### config.mk
export PLATFORM = sky130hd
export DESIGN_NAME = carry_chain_seq
export DESIGN_NICKNAME = d
export VERILOG_FILES = /design/src/rtl/dsp_pkg.sv /design/src/rtl/add_word_cy.sv /design/src/rtl/carry_chain_seq.sv
export SDC_FILE = /design/constraint.sdc
export NUM_CORES = 1
export LEC_CHECK = 0
export ABC_AREA = 1
export BUFFER_PORTS_ARGS = -buffer_cell sky130_fd_sc_hd__buf_4
export CAP_MARGIN = 20
export CORE_MARGIN = 2
export CORE_UTILIZATION = 54
export CTS_CLUSTER_DIAMETER = 120
export CTS_CLUSTER_SIZE = 16
export DETAILED_ROUTE_END_ITERATION = 6
export GPL_ROUTABILITY_DRIVEN = 1
export GPL_TIMING_DRIVEN = 0
export PLACE_DENSITY = 0.8
export SETUP_SLACK_MARGIN = 0.3
export SYNTH_ARGS = -nofsm -noshare
export SYNTH_HDL_FRONTEND = slang
export SYNTH_SLANG_ARGS = --single-unit
### constraint.sdc
create_clock -name clk -period 2.8 [get_ports clk]
set_input_delay 0.14 -clock clk [delete_from_list [all_inputs] [get_ports clk]]
set_output_delay 0.14 -clock clk [all_outputs]
set_load 0.05 [all_outputs]
### src/rtl/dsp_pkg.sv
// Shared DSP datapath types: sequencer state encoding and default word width.
package dsp_pkg;

   typedef enum logic [1:0] {
      IDLE  = 2'd0,
      RUN   = 2'd1,
      DRAIN = 2'd2
   } state_t;

   localparam int DEFAULT_WIDTH = 48;

endpackage

### src/rtl/add_word_cy.sv
// One word of the carry chain: a + b + cin, with the carry-out as the extra top bit.
module add_word_cy
   import dsp_pkg::*;
#(
   parameter int WIDTH = DEFAULT_WIDTH
) (
   input  logic [WIDTH-1:0] a,
   input  logic [WIDTH-1:0] b,
   input  logic             cin,
   output logic [WIDTH-1:0] s,
   output logic             cout
);

   // Kept separate so the post-adder primitive can later replace it.
   assign {cout, s} = {1'b0, a} + {1'b0, b} + {{WIDTH{1'b0}}, cin};

endmodule

### src/rtl/carry_chain_seq.sv
// Multi-word adder sequencer: adds NWORDS operand words LS-first, feeding each
// registered carry-out back into the next word, behind a single-entry output buffer.
module carry_chain_seq
   import dsp_pkg::*;
#(
   parameter int WIDTH  = DEFAULT_WIDTH,
   parameter int NWORDS = 4
) (
   input  logic             clk,
   input  logic             rst_n,
   input  logic             start,
   input  logic             cin_init,
   input  logic             in_valid,
   output logic             in_ready,
   input  logic [WIDTH-1:0] a,
   input  logic [WIDTH-1:0] b,
   output logic             out_valid,
   input  logic             out_ready,
   output logic [WIDTH-1:0] sum,
   output logic             carryout,
   output logic             carryoutf,
   output logic             busy,
   output logic             done
);

   localparam int CNT_W = $clog2(NWORDS) + 1;
   localparam logic [CNT_W-1:0] LAST_WORD = CNT_W'(NWORDS - 1);

   state_t           state;
   logic             carry_reg;
   logic [CNT_W-1:0] word_cnt;
   logic [WIDTH-1:0] word_sum;
   logic             word_cout;
   logic             accept;

   add_word_cy #(.WIDTH(WIDTH)) u_add (
      .a    (a),
      .b    (b),
      .cin  (carry_reg),
      .s    (word_sum),
      .cout (word_cout)
   );

   // A new word may enter only when the output slot is empty or drains this cycle.
   assign in_ready = (state == RUN) && (!out_valid || out_ready);
   assign accept   = in_valid && in_ready;
   assign busy     = (state != IDLE);

   always_ff @(posedge clk or negedge rst_n) begin
      if (!rst_n) begin
         state     <= IDLE;
         carry_reg <= 1'b0;
         word_cnt  <= '0;
         sum       <= '0;
         carryout  <= 1'b0;
         carryoutf <= 1'b0;
         out_valid <= 1'b0;
         done      <= 1'b0;
      end else begin
         done <= 1'b0;
         unique case (state)
            IDLE: begin
               if (start) begin
                  carry_reg <= cin_init;
                  word_cnt  <= '0;
                  state     <= RUN;
               end
            end
            RUN: begin
               if (accept) begin
                  sum       <= word_sum;
                  carryout  <= word_cout;
                  carry_reg <= word_cout;
                  out_valid <= 1'b1;
                  word_cnt  <= word_cnt + 1'b1;
                  if (word_cnt == LAST_WORD) begin
                     carryoutf <= word_cout;
                     state     <= DRAIN;
                  end
               end else if (out_ready) begin
                  out_valid <= 1'b0;
               end
            end
            DRAIN: begin
               if (out_valid && out_ready) begin
                  out_valid <= 1'b0;
                  done      <= 1'b1;
                  state     <= IDLE;
               end
            end
            default: state <= IDLE;
         endcase
      end
   end

endmodule

Word level (Yosys, flattened, before mapping)
Index checks and enable logic that the tools add are counted.
{"block": "totals", "elab_cells": 50, "regBits": 58, "input_bits": 102, "output_inout_bits": 54}
{"block": "op_classes", "n_eq_ne": 8, "reduce_logical": 14, "mux": 17, "n_addsub": 3}
{"op": "48-bit by 48-bit adder with 49-bit output", "n": 1}
{"op": "49-bit by 1-bit adder with 49-bit output", "n": 1}
{"op": "3-bit AND reduction", "n": 3}
{"op": "2-bit two-way mux", "n": 4}
{"op": "1-bit two-way mux", "n": 7}
{"op": "3-bit two-way mux", "n": 2}
{"op": "2-bit != test (second input constant)", "n": 3}
{"op": "2-bit one-hot mux with 3 select lines", "n": 1}
{"op": "3-bit one-hot mux with 2 select lines", "n": 1}
{"op": "2-bit nonzero test", "n": 3}
{"op": "1-bit one-hot mux with 2 select lines", "n": 2}
{"op": "4-bit AND reduction", "n": 1}
{"op": "3-bit by 1-bit adder with 3-bit output (second input constant)", "n": 1}
{"op": "3-bit by 2-bit == test with 1-bit output (second input constant)", "n": 1}
{"op": "1-bit logical AND", "n": 3}
{"op": "3-bit != test (second input constant)", "n": 1}
{"op": "2-bit by 1-bit == test with 1-bit output (second input constant)", "n": 1}
{"op": "2-bit == test (second input constant)", "n": 1}
{"op": "2-bit logical NOT", "n": 1}
{"op": "2-bit by 1-bit != test with 1-bit output (second input constant)", "n": 1}
{"op": "2-bit AND reduction", "n": 1}
{"op": "1-bit logical NOT", "n": 1}
{"op": "1-bit logical OR", "n": 1}

Longest topological paths before layout
{"block": "logic_depth", "depth_word": 6, "ltp_mapped": 14, "ltp_nobuf": 14}

Modules after synthesis
A second synthesis with hierarchy kept.
{"block": "hier_totals", "hier_cells": 1169, "hier_area_um2": 6727.7}
{"mod": "add_word_cy", "instances": 1, "cells_per_inst": 909, "area_each_um2": 4297.9}
{"mod": "carry_chain_seq", "instances": 1, "cells_per_inst": 260, "area_each_um2": 2429.8}

Worst setup path after synthesis
Ideal clock, no wire load.
{"block": "synth_path", "path_type": "flip-flop to flip-flop", "start": "reg carry_reg", "end": "reg sum[24]", "slack_ps": 626, "required_ps": 2682, "synth_period_minus_slack_ps": 2174, "arrival_ps": 2056, "stages_incl_launch_ff": 12, "path_cell_list": "dfrtp_1 > fa_1 > fa_1 > nand3_1 > nand3_1 > nand2_1 > nand2_1 > nand2_1 > nand3_1 > or2_0 > nand3_1 > nand2_1"}
{"block": "synth_via", "elab_chain_cells": 1}
{"element": "start, declared", "line": "carry_chain_seq.sv:30", "source": "logic carry_reg;"}
{"element": "start signal, assigned", "line": "carry_chain_seq.sv:64", "source": "carry_reg <= cin_init;"}
{"element": "start signal, assigned", "line": "carry_chain_seq.sv:73", "source": "carry_reg <= word_cout;"}
{"element": "49-bit by 1-bit adder with 49-bit output", "line": "add_word_cy.sv:15", "source": "assign {cout, s} = {1'b0, a} + {1'b0, b} + {{WIDTH{1'b0}}, cin};"}
{"element": "end signal, assigned", "line": "carry_chain_seq.sv:71", "source": "sum <= word_sum;"}
{"element": "end, declared", "line": "carry_chain_seq.sv:19", "source": "output logic [WIDTH-1:0] sum,"}
Every way passes these cells.
A chain may end at the register's enable or synchronous reset.

Worst setup path in the final report
Ends and elaborated chain as after synthesis.

==> flow_results.xml <==
<?xml version="1.0" encoding="UTF-8"?>
<metrics>
  <group name="critical_path">
    <metric name="crit_chain" unit="">fa_2 -&gt; fa_2 -&gt; nand3_1 -&gt; nand3_2 -&gt; nand2_1 -&gt; nand2_1 -&gt; nand2_1 -&gt; nand3_1 -&gt; or2_0 -&gt; nand3_1 -&gt; nand2_1</metric>
    <metric name="crit_arrival" unit="ps">2530</metric>
    <metric name="worst_path_max_delay_cell" unit="">sky130_fd_sc_hd__fa_2</metric>
    <metric name="critPathCaptureType" unit="">flip-flop</metric>
    <metric name="timing.critical_path.fanout_max" unit="">4</metric>
    <metric name="cpPeakStageDelay" unit="ps">410</metric>
    <metric name="most_frequent_cp_cell" unit="">sky130_fd_sc_hd__nand2_1</metric>
    <metric name="timing_worst_setup_path_type" unit="">reg2reg</metric>
    <metric name="worst_path_required" unit="ps">3030</metric>
    <metric name="startpoint_type" unit="">flip-flop</metric>
  </group>
  <group name="placement">
    <metric name="place.port_buffers" unit="">155</metric>
    <metric name="place.detailed.hpwl" unit="mm">17.1</metric>
    <metric name="placement_setup_slack" unit="ps">289</metric>
    <metric name="numPlacedInstances" unit="">1453</metric>
    <metric name="place.gp.congestion" unit="">0.971</metric>
  </group>
  <group name="timing">
    <metric name="period_share" unit="%">82.2</metric>
    <metric name="finalWorstSetupSlack" unit="ps">498</metric>
    <metric name="rsz0062_at_grt" unit="">false</metric>
    <metric name="final.min_clock_period" unit="ps">2300</metric>
    <metric name="timing.fmax" unit="MHz">434</metric>
    <metric name="number_of_failing_setup_endpoints_in_the_final_timing_report" unit="">0</metric>
    <metric name="timing.max_slew.rel_slack" unit="%">47.6</metric>
    <metric name="hold_violations_final" unit="">0</metric>
    <metric name="final-max-slew-violation-count" unit="">0</metric>
    <metric name="timing_worst_slew_pin_value" unit="ps">785</metric>
    <metric name="setup-tns-final" unit="ps">0</metric>
    <metric name="skew" unit="ps">10.6</metric>
  </group>
  <group name="floorplan">
    <metric name="rows" unit="">40</metric>
    <metric name="core" unit="um2">12000</metric>
    <metric name="floorplan_die_height" unit="um">114</metric>
    <metric name="io_pins" unit="">156</metric>
    <metric name="floorplan.initialDensity" unit="%">55.1</metric>
    <metric name="die_x" unit="um">114</metric>
    <metric name="die_area" unit="um2">13100</metric>
  </group>
  <group name="run_status">
    <metric name="run_status" unit="">finished, final reports clean</metric>
  </group>
  <group name="layout">
    <metric name="instances_no_fill" unit="">1470</metric>
    <metric name="multi_input_logic_area" unit="um2">4180</metric>
    <metric name="layout.nets" unit="">1471</metric>
    <metric name="drive_above_1_share" unit="%">19.8</metric>
    <metric name="largest_register_ffs" unit="">48</metric>
    <metric name="sequential_cell_area" unit="um2">1450</metric>
    <metric name="fill_cells" unit="">1163</metric>
    <metric name="synthToLayoutAreaGrowth" unit="%">25.9</metric>
    <metric name="reg_top3" unit="">sum: 48 flops, word_cnt: 3 flops, state: 2 flops</metric>
    <metric name="antennaDiodeCount" unit="">0</metric>
    <metric name="top_register" unit="">sum</metric>
  </group>
  <group name="yosys">
    <metric name="yosys-top-cells-area" unit="">sky130_fd_sc_hd__nand2_1 28%, sky130_fd_sc_hd__dfrtp_1 22%, sky130_fd_sc_hd__inv_1 13%</metric>
    <metric name="synth_cell_types" unit="">34</metric>
    <metric name="synth_fp_nets" unit="">1304</metric>
    <metric name="synth_warnings" unit="">0</metric>
    <metric name="post_synth_inst_count" unit="">1151</metric>
    <metric name="synthDominantAreaCellType" unit="">sky130_fd_sc_hd__nand2_1</metric>
    <metric name="synth.avg_cell_area" unit="um2">5.72</metric>
    <metric name="ys_ff_latch" unit="">58</metric>
    <metric name="synthesized_cell_area" unit="um2">6590</metric>
    <metric name="synth_top_area_share" unit="%">28.3</metric>
    <metric name="ys_seq_area_share" unit="%">22.0</metric>
  </group>
  <group name="cts">
    <metric name="cts_buffer_depth" unit="">2</metric>
    <metric name="clk_root_buf" unit="">sky130_fd_sc_hd__clkbuf_16</metric>
    <metric name="clock_latency" unit="ps">340</metric>
    <metric name="cts_tree" unit="">done</metric>
    <metric name="clock_sinks" unit="">58</metric>
    <metric name="postCtsSetupBuffers" unit="">0</metric>
    <metric name="numCtsBuffers" unit="">9</metric>
    <metric name="htree_num_levels" unit="">3</metric>
    <metric name="clk_pin_slew_worst_paths" unit="ps">50</metric>
  </group>
  <group name="global_routing">
    <metric name="antenna_violations_before_repair" unit="">0</metric>
    <metric name="global_route.usage.total" unit="%">32.6</metric>
    <metric name="grt.overflow.total" unit="">0</metric>
    <metric name="grt-busiest-layer" unit="">met2</metric>
    <metric name="vias_in_the_first_global_route" unit="">6861</metric>
    <metric name="grt.met1_usage" unit="%">45.4</metric>
    <metric name="grt.met3_usage" unit="%">6.03</metric>
    <metric name="maximum_number_of_pins_on_one_net_before_global_route_repair" unit="">59</metric>
    <metric name="grt_first_pass_wirelength" unit="mm">33.0</metric>
    <metric name="gr-usage-met2" unit="%">51.2</metric>
  </group>
  <group name="route">
    <metric name="drt.antenna.violating_nets" unit="">0</metric>
    <metric name="drt_pre_antenna_iters" unit="">5</metric>
    <metric name="number_of_vias_after_detailed_routing" unit="">7433</metric>
    <metric name="initialDrtViolationCount" unit="">558</metric>
    <metric name="drc_errors" unit="">0</metric>
    <metric name="totalWireLength" unit="mm">20.4</metric>
    <metric name="wire_per_inst" unit="um">13.9</metric>
    <metric name="via_per_inst" unit="">5.06</metric>
  </group>
  <group name="power">
    <metric name="vdd.ir_drop.worst" unit="mV">0.551</metric>
    <metric name="p_int" unit="mW">3.26</metric>
    <metric name="power_density" unit="nW/um2">796</metric>
    <metric name="power_frac_seq" unit="%">22.5</metric>
    <metric name="power_frac_clock" unit="%">19.1</metric>
    <metric name="combinationalPowerShare" unit="%">58.4</metric>
    <metric name="power_switching" unit="mW">3.34</metric>
    <metric name="power_switching_share" unit="%">50.6</metric>
    <metric name="cellLeakagePower" unit="nW">4.99</metric>
  </group>
  <group name="min_path">
    <metric name="min-delay-path-class" unit="">in2reg</metric>
  </group>
  <group name="job">
    <metric name="drv.max_cap_violation_count" unit="">0</metric>
  </group>
</metrics>
==> stage by stage <==
step | util, % | hold WS, ps | instance area (um2) | total power, mW
final | 69.4 | 45.4 | 8300 | 6.60
after floorplan | - | -156 | 6590 | 4.09
after global placement | 66.3 | 261 | 7940 | 5.27
after global routing | 69.4 | 50.3 | 8300 | 6.99
after CTS | 69.3 | 40.4 | 8290 | 6.60
after detailed placement | 66.3 | 270 | 7940 | 5.31
==> per-layer routing <==
metal  share of wire [%]  up-vias
li1                    -     3788
met1                  44     3319
met2                  44      284
met3                 8.7       42
met4                 2.6        0
met5                   0        -
==> power groups by stage <==
stage / registers (mW) / clock network [mW] / logic [mW]
floorplan: 2.73 / 0 / 1.35
global placement: 1.48 / 0 / 3.79
detailed placement: 1.48 / 0 / 3.83
CTS: 1.48 / 1.27 / 3.85
global route: 1.52 / 1.31 / 4.15
finish: 1.48 / 1.26 / 3.86
==> cells in the final DEF, fill, tap and decap left out, types with 2 or more instances in the layout <==
cell	instances
sky130_fd_sc_hd__nand2_2	16
sky130_fd_sc_hd__bufinv_16	2
sky130_fd_sc_hd__o21bai_1	4
sky130_fd_sc_hd__a21oi_1	32
sky130_fd_sc_hd__nand3_1	67
sky130_fd_sc_hd__clkbuf_8	3
sky130_fd_sc_hd__ha_1	49
sky130_fd_sc_hd__or2_2	3
sky130_fd_sc_hd__clkbuf_1	4
sky130_fd_sc_hd__xnor2_1	18
sky130_fd_sc_hd__nand4_1	10
sky130_fd_sc_hd__nor2_1	60
sky130_fd_sc_hd__buf_6	2
sky130_fd_sc_hd__nand3b_1	2
sky130_fd_sc_hd__buf_4	157
sky130_fd_sc_hd__or2_0	2
sky130_fd_sc_hd__buf_2	3
sky130_fd_sc_hd__nand3_2	4
sky130_fd_sc_hd__nor2_2	27
sky130_fd_sc_hd__clkbuf_16	9
sky130_fd_sc_hd__nand2_1	497
sky130_fd_sc_hd__o21ai_1	11
sky130_fd_sc_hd__inv_1	221
sky130_fd_sc_hd__o21ai_0	17
sky130_fd_sc_hd__nor2_4	8
sky130_fd_sc_hd__dfrtp_1	58
sky130_fd_sc_hd__and2_1	3
sky130_fd_sc_hd__nor3_2	3
sky130_fd_sc_hd__inv_2	19
sky130_fd_sc_hd__fa_2	2
==> worst paths after layout <==
kind / from / endpoint / slack, ps / cells past startpoint
worst min register to register: sum[0]$_DFFE_PN0P_ / sum[0]$_DFFE_PN0P_ / 470 / 2
worst min-delay path: start / state[0]$_DFFE_PN0P_ / 50 / 3
min in group asynchronous: rst_n / sum[29]$_DFFE_PN0P_ / 400 / 2
worst max register to register: carry_reg$_DFFE_PN0P_ / sum[24]$_DFFE_PN0P_ / 500 / 11
max in group asynchronous: rst_n / sum[5]$_DFFE_PN0P_ / 1840 / 2
worst max-delay path: carry_reg$_DFFE_PN0P_ / sum[24]$_DFFE_PN0P_ / 500 / 11
==> cell type report <==
cell class / instances / area share (%)
Buffer: 11 / 0.814
Clock buffer: 12 / 3.21
Clock inverter: 4 / 0.875
Inverter: 241 / 10.9
Multi-Input combinational cell: 841 / 50.3
Sequential cell: 58 / 17.5
Tap cell: 147 / 2.22
Timing Repair Buffer: 156 / 14.1
==> cells in the mapped netlist <==
cell type                  count
sky130_fd_sc_hd__a22o_1        1
sky130_fd_sc_hd__and2_1        3
sky130_fd_sc_hd__nor2_1       60
sky130_fd_sc_hd__fa_1          2
sky130_fd_sc_hd__nor3_2        3
sky130_fd_sc_hd__nand2_2      16
sky130_fd_sc_hd__a21oi_2       1
sky130_fd_sc_hd__a21boi_0      1
sky130_fd_sc_hd__clkinv_1      1
sky130_fd_sc_hd__buf_4         2
sky130_fd_sc_hd__o21ai_2       1
sky130_fd_sc_hd__a21oi_1      32
sky130_fd_sc_hd__nand3_2       3
sky130_fd_sc_hd__nor2_4        8
sky130_fd_sc_hd__o21ai_0      17
sky130_fd_sc_hd__xnor2_1      18
sky130_fd_sc_hd__buf_2         3
sky130_fd_sc_hd__nor3_1        1
sky130_fd_sc_hd__clkbuf_1      4
sky130_fd_sc_hd__o21ai_1      11
sky130_fd_sc_hd__nand2_1     497
sky130_fd_sc_hd__nand3b_1      2
sky130_fd_sc_hd__or2_0         2
sky130_fd_sc_hd__o31ai_1       1
sky130_fd_sc_hd__nand3_1      68
sky130_fd_sc_hd__nand4_1      10
sky130_fd_sc_hd__nor2_2       27
sky130_fd_sc_hd__inv_1       221
sky130_fd_sc_hd__or2_2         3
sky130_fd_sc_hd__o21bai_1      4
sky130_fd_sc_hd__inv_2        19
sky130_fd_sc_hd__buf_6         2
sky130_fd_sc_hd__ha_1         49
sky130_fd_sc_hd__dfrtp_1      58
==> worst max-delay path, delay by kind of cell (launching register included) <==
family	cells	cell delay [ps]
AND/OR/NAND/NOR	9	990
flip-flops	1	400
adder cells (fa/ha/maj)	2	810
==> what timing repair did <==
action	4_1_cts	5_1_grt
endpoints found under the setup margin	4	6
gates resized for setup	1	2
pin swaps	0	0
hold endpoints to repair	58	0
hold buffers	1	0
==> cells by family after synthesis <==
| family | Yosys count | synth area share (%) |
|---|---|---|
| AND/OR/NAND/NOR | 703 | 45.3 |
| adder cells (fa/ha/maj) | 51 | 9.91 |
| XOR/XNOR | 18 | 2.39 |
| flip-flops | 58 | 22.0 |
| buffers and inverters | 252 | 14.8 |
| AO/OA/AOI/OAI | 69 | 5.64 |
Note: power is estimated with default switching activity, not from simulation.
